## config.mk

```make
export PLATFORM = sky130hd
export DESIGN_NAME = ghrd_user_io_ctrl
export DESIGN_NICKNAME = d
export VERILOG_FILES = /design/src/rtl/ghrd_io_pkg.sv /design/src/rtl/ghrd_debounce.sv /design/src/rtl/ghrd_user_io_ctrl.sv
export SDC_FILE = /design/constraint.sdc
export NUM_CORES = 1
export LEC_CHECK = 0
export BUFFER_PORTS_ARGS = -buffer_cell sky130_fd_sc_hd__buf_2
export CELL_PAD_IN_SITES_DETAIL_PLACEMENT = 0
export CELL_PAD_IN_SITES_GLOBAL_PLACEMENT = 1
export CORE_MARGIN = 2
export CORE_UTILIZATION = 45
export DETAILED_ROUTE_END_ITERATION = 6
export PLACE_DENSITY = 0.86
export SLEW_MARGIN = 20
export SYNTH_ARGS = -nofsm -noshare
export SYNTH_HDL_FRONTEND = slang
export SYNTH_HIERARCHICAL = 1
export SYNTH_SLANG_ARGS = --single-unit
```

## constraint.sdc

```tcl
create_clock -name sys_clk -period 2.36 [get_ports sys_clk]
set_input_delay 0.472 -clock sys_clk [delete_from_list [all_inputs] [get_ports sys_clk]]
set_output_delay 0.472 -clock sys_clk [all_outputs]
set_load 0.005 [all_outputs]
```

## src/rtl/ghrd_io_pkg.sv

```systemverilog
// Shared definitions for the GHRD user I/O conditioner: LED mode codes,
// reset-request kinds and the counter-width helper.
package ghrd_io_pkg;

    localparam logic [1:0] LED_MODE_PIO   = 2'd0;
    localparam logic [1:0] LED_MODE_ON    = 2'd1;
    localparam logic [1:0] LED_MODE_BLINK = 2'd2;
    localparam logic [1:0] LED_MODE_PWM   = 2'd3;

    typedef enum logic [1:0] {RST_NONE, RST_COLD, RST_WARM, RST_DEBUG} rst_kind_e;

    // Bits needed to hold every value 0..max_val without wrapping.
    function automatic int clog2max(input longint max_val);
        return (max_val < 1) ? 1 : $clog2(max_val + 1);
    endfunction

endpackage

```

## src/rtl/ghrd_debounce.sv

```systemverilog
// Two-flop synchroniser followed by a stability counter; dout only follows
// din once the synchronised value has differed from it for DEBOUNCE_CYC cycles.
module ghrd_debounce
    import ghrd_io_pkg::*;
#(
    parameter int DEBOUNCE_CYC = 500000
) (
    input  logic clk,
    input  logic rst_n,
    input  logic din,
    output logic dout,
    output logic dout_next
);

    localparam int CNT_W = clog2max(DEBOUNCE_CYC);
    localparam logic [CNT_W-1:0] CNT_LAST = CNT_W'(DEBOUNCE_CYC - 1);

    logic             sync1_q, sync2_q;
    logic             db_q, db_d;
    logic [CNT_W-1:0] cnt_q, cnt_d;

    always_comb begin
        db_d  = db_q;
        cnt_d = '0;
        if (sync2_q != db_q) begin
            if (cnt_q == CNT_LAST) begin
                db_d = sync2_q;
            end else begin
                cnt_d = cnt_q + 1'b1;
            end
        end
    end

    always_ff @(posedge clk or negedge rst_n) begin
        if (!rst_n) begin
            sync1_q <= 1'b0;
            sync2_q <= 1'b0;
            db_q    <= 1'b0;
            cnt_q   <= '0;
        end else begin
            sync1_q <= din;
            sync2_q <= sync1_q;
            db_q    <= db_d;
            cnt_q   <= cnt_d;
        end
    end

    assign dout      = db_q;
    assign dout_next = db_d;

endmodule

```

## src/rtl/ghrd_user_io_ctrl.sv

```systemverilog
// Board user I/O conditioner: debounced buttons/switches, per-LED drive modes,
// STM event packing and stretched, prioritised f2h reset requests.
module ghrd_user_io_ctrl
    import ghrd_io_pkg::*;
#(
    parameter int NUM_PB         = 1,
    parameter int NUM_DIPSW      = 2,
    parameter int NUM_LED        = 2,
    parameter int STM_W          = 28,
    parameter int DEBOUNCE_CYC   = 500000,
    parameter int LONG_PRESS_CYC = 150000000,
    parameter int RST_PULSE_CYC  = 16,
    parameter int BLINK_HALF_CYC = 12500000
) (
    input  logic                   sys_clk,
    input  logic                   sys_reset_n,
    input  logic [NUM_PB-1:0]      user_pb_fpga,
    input  logic [NUM_DIPSW-1:0]   user_dipsw_fpga,
    input  logic [NUM_LED-1:0]     led_pio,
    input  logic [2*NUM_LED-1:0]   led_mode,
    input  logic [7:0]             led_duty,
    input  logic [2:0]             issp_reset_req,
    output logic [NUM_PB-1:0]      pb_db,
    output logic [NUM_DIPSW-1:0]   dipsw_db,
    output logic [NUM_PB-1:0]      pb_press,
    output logic [NUM_LED-1:0]     user_led_fpga,
    output logic [STM_W-1:0]       stm_hw_events,
    output logic                   f2h_cold_reset_req_n,
    output logic                   f2h_warm_reset_req_n,
    output logic                   f2h_debug_reset_req_n
);

    localparam int NUM_IN = NUM_PB + NUM_DIPSW;
    localparam int EV_W   = NUM_DIPSW + NUM_LED + NUM_PB;
    localparam int LP_W   = clog2max(LONG_PRESS_CYC);
    localparam int RP_W   = clog2max(RST_PULSE_CYC);
    localparam int BL_W   = clog2max(BLINK_HALF_CYC);
    localparam logic [LP_W-1:0] LP_MAX  = LP_W'(LONG_PRESS_CYC);
    localparam logic [LP_W-1:0] LP_FIRE = LP_W'(LONG_PRESS_CYC - 1);
    localparam logic [RP_W-1:0] RP_LAST = RP_W'(RST_PULSE_CYC - 1);
    localparam logic [BL_W-1:0] BL_LAST = BL_W'(BLINK_HALF_CYC - 1);

    typedef enum logic [1:0] {ST_IDLE, ST_ASSERT, ST_HOLDOFF} state_e;

    logic [NUM_IN-1:0] raw_in, db_vec, db_next_vec;

    // Buttons are active-low on the board; invert so that 1 means pressed.
    assign raw_in = {user_dipsw_fpga, ~user_pb_fpga};

    generate
        for (genvar gi = 0; gi < NUM_IN; gi++) begin : g_db
            ghrd_debounce #(.DEBOUNCE_CYC(DEBOUNCE_CYC)) u_db (
                .clk       (sys_clk),
                .rst_n     (sys_reset_n),
                .din       (raw_in[gi]),
                .dout      (db_vec[gi]),
                .dout_next (db_next_vec[gi])
            );
        end
    endgenerate

    assign pb_db    = db_vec[NUM_PB-1:0];
    assign dipsw_db = db_vec[NUM_IN-1:NUM_PB];

    logic [NUM_PB-1:0]  pb_press_q, pb_press_d;
    logic [LP_W-1:0]    lp_cnt_q, lp_cnt_d;
    logic               lp_fire;
    logic [BL_W-1:0]    blink_cnt_q, blink_cnt_d;
    logic               blink_q, blink_d;
    logic [7:0]         pwm_cnt_q, pwm_cnt_d;
    logic [NUM_LED-1:0] led_q, led_d;
    logic [STM_W-1:0]   stm_q, stm_d;
    logic [2:0]         issp_s1_q, issp_s2_q, issp_s3_q;
    logic [2:0]         req_vec, pool, pick_mask;
    rst_kind_e          pick_kind;

    always_comb begin
        pb_press_d = db_next_vec[NUM_PB-1:0] & ~db_vec[NUM_PB-1:0];

        lp_cnt_d = '0;
        if (pb_db[0]) begin
            lp_cnt_d = (lp_cnt_q == LP_MAX) ? lp_cnt_q : lp_cnt_q + 1'b1;
        end
        lp_fire = pb_db[0] && (lp_cnt_q == LP_FIRE);

        blink_cnt_d = blink_cnt_q + 1'b1;
        blink_d     = blink_q;
        if (blink_cnt_q == BL_LAST) begin
            blink_cnt_d = '0;
            blink_d     = ~blink_q;
        end
        pwm_cnt_d = pwm_cnt_q + 8'd1;

        led_d = '0;
        for (int i = 0; i < NUM_LED; i++) begin
            case (led_mode[2*i +: 2])
                LED_MODE_PIO:   led_d[i] = led_pio[i];
                LED_MODE_ON:    led_d[i] = 1'b1;
                LED_MODE_BLINK: led_d[i] = blink_q;
                default:        led_d[i] = (pwm_cnt_q < led_duty);
            endcase
        end

        // Built from next-state values so it changes together with the LED/debounce flops.
        stm_d = '0;
        stm_d[EV_W-1:0] = {db_next_vec[NUM_IN-1:NUM_PB], led_d, db_next_vec[NUM_PB-1:0]};
    end

    always_ff @(posedge sys_clk or negedge sys_reset_n) begin
        if (!sys_reset_n) begin
            pb_press_q  <= '0;
            lp_cnt_q    <= '0;
            blink_cnt_q <= '0;
            blink_q     <= 1'b0;
            pwm_cnt_q   <= '0;
            led_q       <= '0;
            stm_q       <= '0;
            issp_s1_q   <= '0;
            issp_s2_q   <= '0;
            issp_s3_q   <= '0;
        end else begin
            pb_press_q  <= pb_press_d;
            lp_cnt_q    <= lp_cnt_d;
            blink_cnt_q <= blink_cnt_d;
            blink_q     <= blink_d;
            pwm_cnt_q   <= pwm_cnt_d;
            led_q       <= led_d;
            stm_q       <= stm_d;
            issp_s1_q   <= issp_reset_req;
            issp_s2_q   <= issp_s1_q;
            issp_s3_q   <= issp_s2_q;
        end
    end

    assign pb_press      = pb_press_q;
    assign user_led_fpga = led_q;
    assign stm_hw_events = stm_q;

    state_e          state_q;
    logic [RP_W-1:0] rp_cnt_q;
    logic [2:0]      pend_q;
    logic            cold_n_q, warm_n_q, debug_n_q;

    // Bit order {debug, warm, cold}; lowest set bit wins.
    always_comb begin
        req_vec   = {issp_s2_q[2] & ~issp_s3_q[2],
                     (issp_s2_q[1] & ~issp_s3_q[1]) | lp_fire,
                     issp_s2_q[0] & ~issp_s3_q[0]};
        pool      = pend_q | req_vec;
        pick_mask = 3'b000;
        pick_kind = RST_NONE;
        if (pool[0]) begin
            pick_mask = 3'b001;
            pick_kind = RST_COLD;
        end else if (pool[1]) begin
            pick_mask = 3'b010;
            pick_kind = RST_WARM;
        end else if (pool[2]) begin
            pick_mask = 3'b100;
            pick_kind = RST_DEBUG;
        end
    end

    always_ff @(posedge sys_clk or negedge sys_reset_n) begin
        if (!sys_reset_n) begin
            state_q   <= ST_IDLE;
            rp_cnt_q  <= '0;
            pend_q    <= '0;
            cold_n_q  <= 1'b1;
            warm_n_q  <= 1'b1;
            debug_n_q <= 1'b1;
        end else begin
            case (state_q)
                ST_ASSERT: begin
                    pend_q <= pool;
                    if (rp_cnt_q == RP_LAST) begin
                        state_q   <= ST_HOLDOFF;
                        rp_cnt_q  <= '0;
                        cold_n_q  <= 1'b1;
                        warm_n_q  <= 1'b1;
                        debug_n_q <= 1'b1;
                    end else begin
                        rp_cnt_q <= rp_cnt_q + 1'b1;
                    end
                end
                default: begin
                    if (state_q == ST_HOLDOFF && rp_cnt_q != RP_LAST) begin
                        rp_cnt_q <= rp_cnt_q + 1'b1;
                        pend_q   <= pool;
                    end else if (|pool) begin
                        // End of holdoff chains straight into the next pulse.
                        state_q   <= ST_ASSERT;
                        rp_cnt_q  <= '0;
                        pend_q    <= pool & ~pick_mask;
                        cold_n_q  <= (pick_kind != RST_COLD);
                        warm_n_q  <= (pick_kind != RST_WARM);
                        debug_n_q <= (pick_kind != RST_DEBUG);
                    end else begin
                        state_q  <= ST_IDLE;
                        rp_cnt_q <= '0;
                        pend_q   <= '0;
                    end
                end
            endcase
        end
    end

    assign f2h_cold_reset_req_n  = cold_n_q;
    assign f2h_warm_reset_req_n  = warm_n_q;
    assign f2h_debug_reset_req_n = debug_n_q;

endmodule

```

==> impl_metrics.ini <==
[logic_synthesis]
ys_warn_count = 6
synth_fa_ha_area_share_pct = 2.77
synth_cells = 739
synth_xor_area_share_pct = 11.1
ys_types = 53
synth-seq-cells = 155
ys_seq_area_share_pct = 50.5
synth_ff_type = dfrtp_1
syn_area_per_cell_um2 = 10.4
synth_edf_count = 0
yosys.area_share.simple_pct = 24.6
synth_top_family_by_area = simple AND/OR/NAND/NOR gates
synth-compound-area-share_pct = 4.40
synth_mux_area_share_pct = 1.63
synth_area_mm2 = 0.00768
async_flop_share_pct = 100

[clock_network]
cts_setup_buffers = 0
insertion_delay_ns = 0.41
cts_tree = built
htreeDepth = 4
holdBufCountCts = 1
clk_pin_slew_ns = 0.06
cts_buffer_depth = 2
ctsResizeCount = 0
cts-root-buf = clkbuf_16
clock-sinks = 155
cts_inserted_buffers = 17

[setup_path]
worstReg2RegStart = g_db[0].u_db/cnt_q[9]
worst_r2r_path_depth = 5
critPathLaunchType = register
crit_type = register to register
ff2ff_setup_slack_ns = 0.32
cp-end-kind = register
crit_arrival_ns = 2.33
cp-endpoint = pb_press
reg2reg_to = pb_press
crit_fanout = 5
worst_ep_required_time_ns = 2.65
critical_path.startpoint = g_db[0].u_db/cnt_q[9]

[sta]
grt_setup_unrepaired = no
fin_crit_ns = 2.04
tightest_slew_ns = 0.706
clock_skew_ns = 0.00875
setup_tns_ns = 0
hold_viol = 0
finalCritPeriodShare_pct = 86.4
fmax_ghz = 0.490
setup_violations = 0
finalMaxSlewViolations = 0
max_slew_margin_pct = 52.6

[worst_hold_path]
min_path_type = input pin to register
hp-start = issp_reset_req[2]

[cells_and_area]
final_core_utilization_pct = 52.4
area_delta_synth_final_pct = 13.5
final_area_mm2 = 0.00872
fill_cells = 1493
seq_area_mm2 = 0.00388
stdcell_count = 1023
multi_input_area_mm2 = 0.00350
antenna_cells = 0
drive_gt1_share_pct = 13.4
finalNetCount = 829

[drt]
drt_iter0_drc = 228
vias_per_cell = 5.00
postRouteWirelength_um = 13000
first_pass_iters = 4
num_vias = 5113
routedWlPerCell_um = 12.7
post-route-drc-count = 0
ant_nets = 0

[placement]
place_congestion = 0.810
dp_cells = 990
port-buffer-count = 35
place_area_mm2 = 0.00808
place_hpwl_um = 8980

[grt]
grt_antenna_before_repair = 0
overflow = 0
grt_pass1_wl_um = 23000
track_usage_pct = 15.5
grt_max_degree = 58
grt_pass1_vias = 4997

[floorplan]
num_io_pins = 59
dieWidth_um = 135
core_region_area_mm2 = 0.0166
start_util_pct = 46.2
die_h_um = 135
dieArea_mm2 = 0.0181
rows = 47

[job]
maxCapViolCount = 0

[power]
p_per_area_mw_per_mm2 = 708
irDropWorstVdd_v = 0.000489
leakagePower_uw = 0.00385
total_power_uw = 6170

[status]
status = finished, final reports clean
[cell usage after synthesis (4+ instances only)]
cell type | n | area (um2)
buf_4 | 28 | 210
a21oi_1 | 17 | 85.1
inv_1 | 33 | 124
clkbuf_1 | 4 | 15.0
mux2_2 | 4 | 45.0
nor4b_1 | 8 | 70.1
dfrtp_1 | 152 | 3800
nor2_1 | 88 | 330
nand2b_1 | 4 | 25.0
nor3_1 | 18 | 90.1
nand3_1 | 49 | 245
o21ai_0 | 11 | 55.1
xnor2_1 | 74 | 648
nor3_2 | 4 | 40.0
and4_1 | 5 | 43.8
mux2i_1 | 8 | 80.1
nor4_1 | 20 | 125
and3_1 | 8 | 50.1
nand2_1 | 39 | 146
and2_1 | 30 | 188
buf_2 | 5 | 25.0
nand4_1 | 23 | 144
or3_1 | 8 | 50.1
a31oi_1 | 5 | 31.3
xor2_1 | 23 | 201
ha_1 | 17 | 213
nor2b_1 | 12 | 75.1
[cell type report]
cell class	instances	share of cell area (%)
Clock buffer	20	5.12
Multi-Input combinational cell	535	40.1
Timing Repair Buffer	48	3.52
Tap cell	220	3.16
Clock inverter	12	2.14
Sequential cell	155	44.5
Inverter	33	1.42
[sequential cells by signal, summed over array words and instances (netlist names)]
register               cells
f2h_cold_reset_req_n       1
pend_q                     3
g_db.u_db/sync1_q          3
blink_q                    1
rp_cnt_q                   5
issp_s2_q                  3
lp_cnt_q                  28
state_q                    2
f2h_warm_reset_req_n       1
f2h_debug_reset_req_n      1
g_db.u_db/sync2_q          3
g_db.u_db/dout             3
blink_cnt_q               24
g_db.u_db/cnt_q           57
issp_s1_q                  3
pwm_cnt_q                  8
pb_press                   1
stm_hw_events              4
user_led_fpga              1
issp_s3_q                  3
[layout by cell type (no fill, tap or decap), drive strengths merged, types with 4 or more instances in the layout]
cell type	count
xnor2	74
nor4	24
nand3	49
mux2i	8
ha	17
nor3	22
nor2b	12
or3	8
and4	5
or4	4
a21oi	17
buf	47
dfrtp	152
o21ai	11
and3	8
inv	36
nand2b	4
and2	30
a31oi	5
nand2	39
bufinv	4
conb	23
clkbuf	20
nand4	27
nor4b	8
xor2	23
nor2	90
mux2	4
[per-stage QoR]
stage          setup WS (ns)  hold slack (ns)
2_1_floorplan          0.491            0.176
3_3_place_gp           0.397            0.332
3_5_place_dp           0.324            0.335
4_1_cts                0.316            0.145
5_1_grt                0.187            0.142
6_report               0.320            0.165
[metal layers]
layer / global-route usage [%] / wire, um / vias up
met2: 25.4 / 6140 / 59
met4: 4.91 / 191 / 0
met5: 0 / 0 / -
met1: 20.5 / 6300 / 2439
met3: 3.60 / 365 / 11
li1: - / - / 2604
[power breakdown]
| group | leakage, uW | internal (uW) | total [uW] | switching, uW |
|---|---|---|---|---|
| Sequential | 0.00205 | 2780 | 2860 | 80.4 |
| Combinational | 0.00149 | 171 | 402 | 231 |
| Clock | 0.000303 | 1810 | 2910 | 1100 |
[logic make-up after synthesis]
| group | count (synthesis) |
|---|---|
| buffers and inverters | 71 |
| muxes | 12 |
| other | 1 |
| AOI/OAI and AO/OA | 47 |
| adders and majority gates | 17 |
| xor gates and xnor gates | 97 |
| DFF | 155 |
| and+or+nand+nor | 339 |
[worst min-delay path by stage]
stage                                end  slack, ns  cells past startpoint
detailed placement  g_db[0].u_db/sync2_q       0.33                      0
finish                      issp_s1_q[2]       0.16                      1
global route                issp_s1_q[2]       0.14                      1
CTS                         issp_s1_q[2]       0.14                      1
floorplan                 blink_cnt_q[0]       0.18                      0
global placement            issp_s2_q[0]       0.33                      0
[critical path, cell delays in order (launching register included)]
cell and delay [ns]:
dfrtp_1 0.43, nor4_1 0.30, nand4_1 0.21, nor4_1 0.45
mux2_2 0.40, nor2b_1 0.13
(Power assumes the default switching activity.)
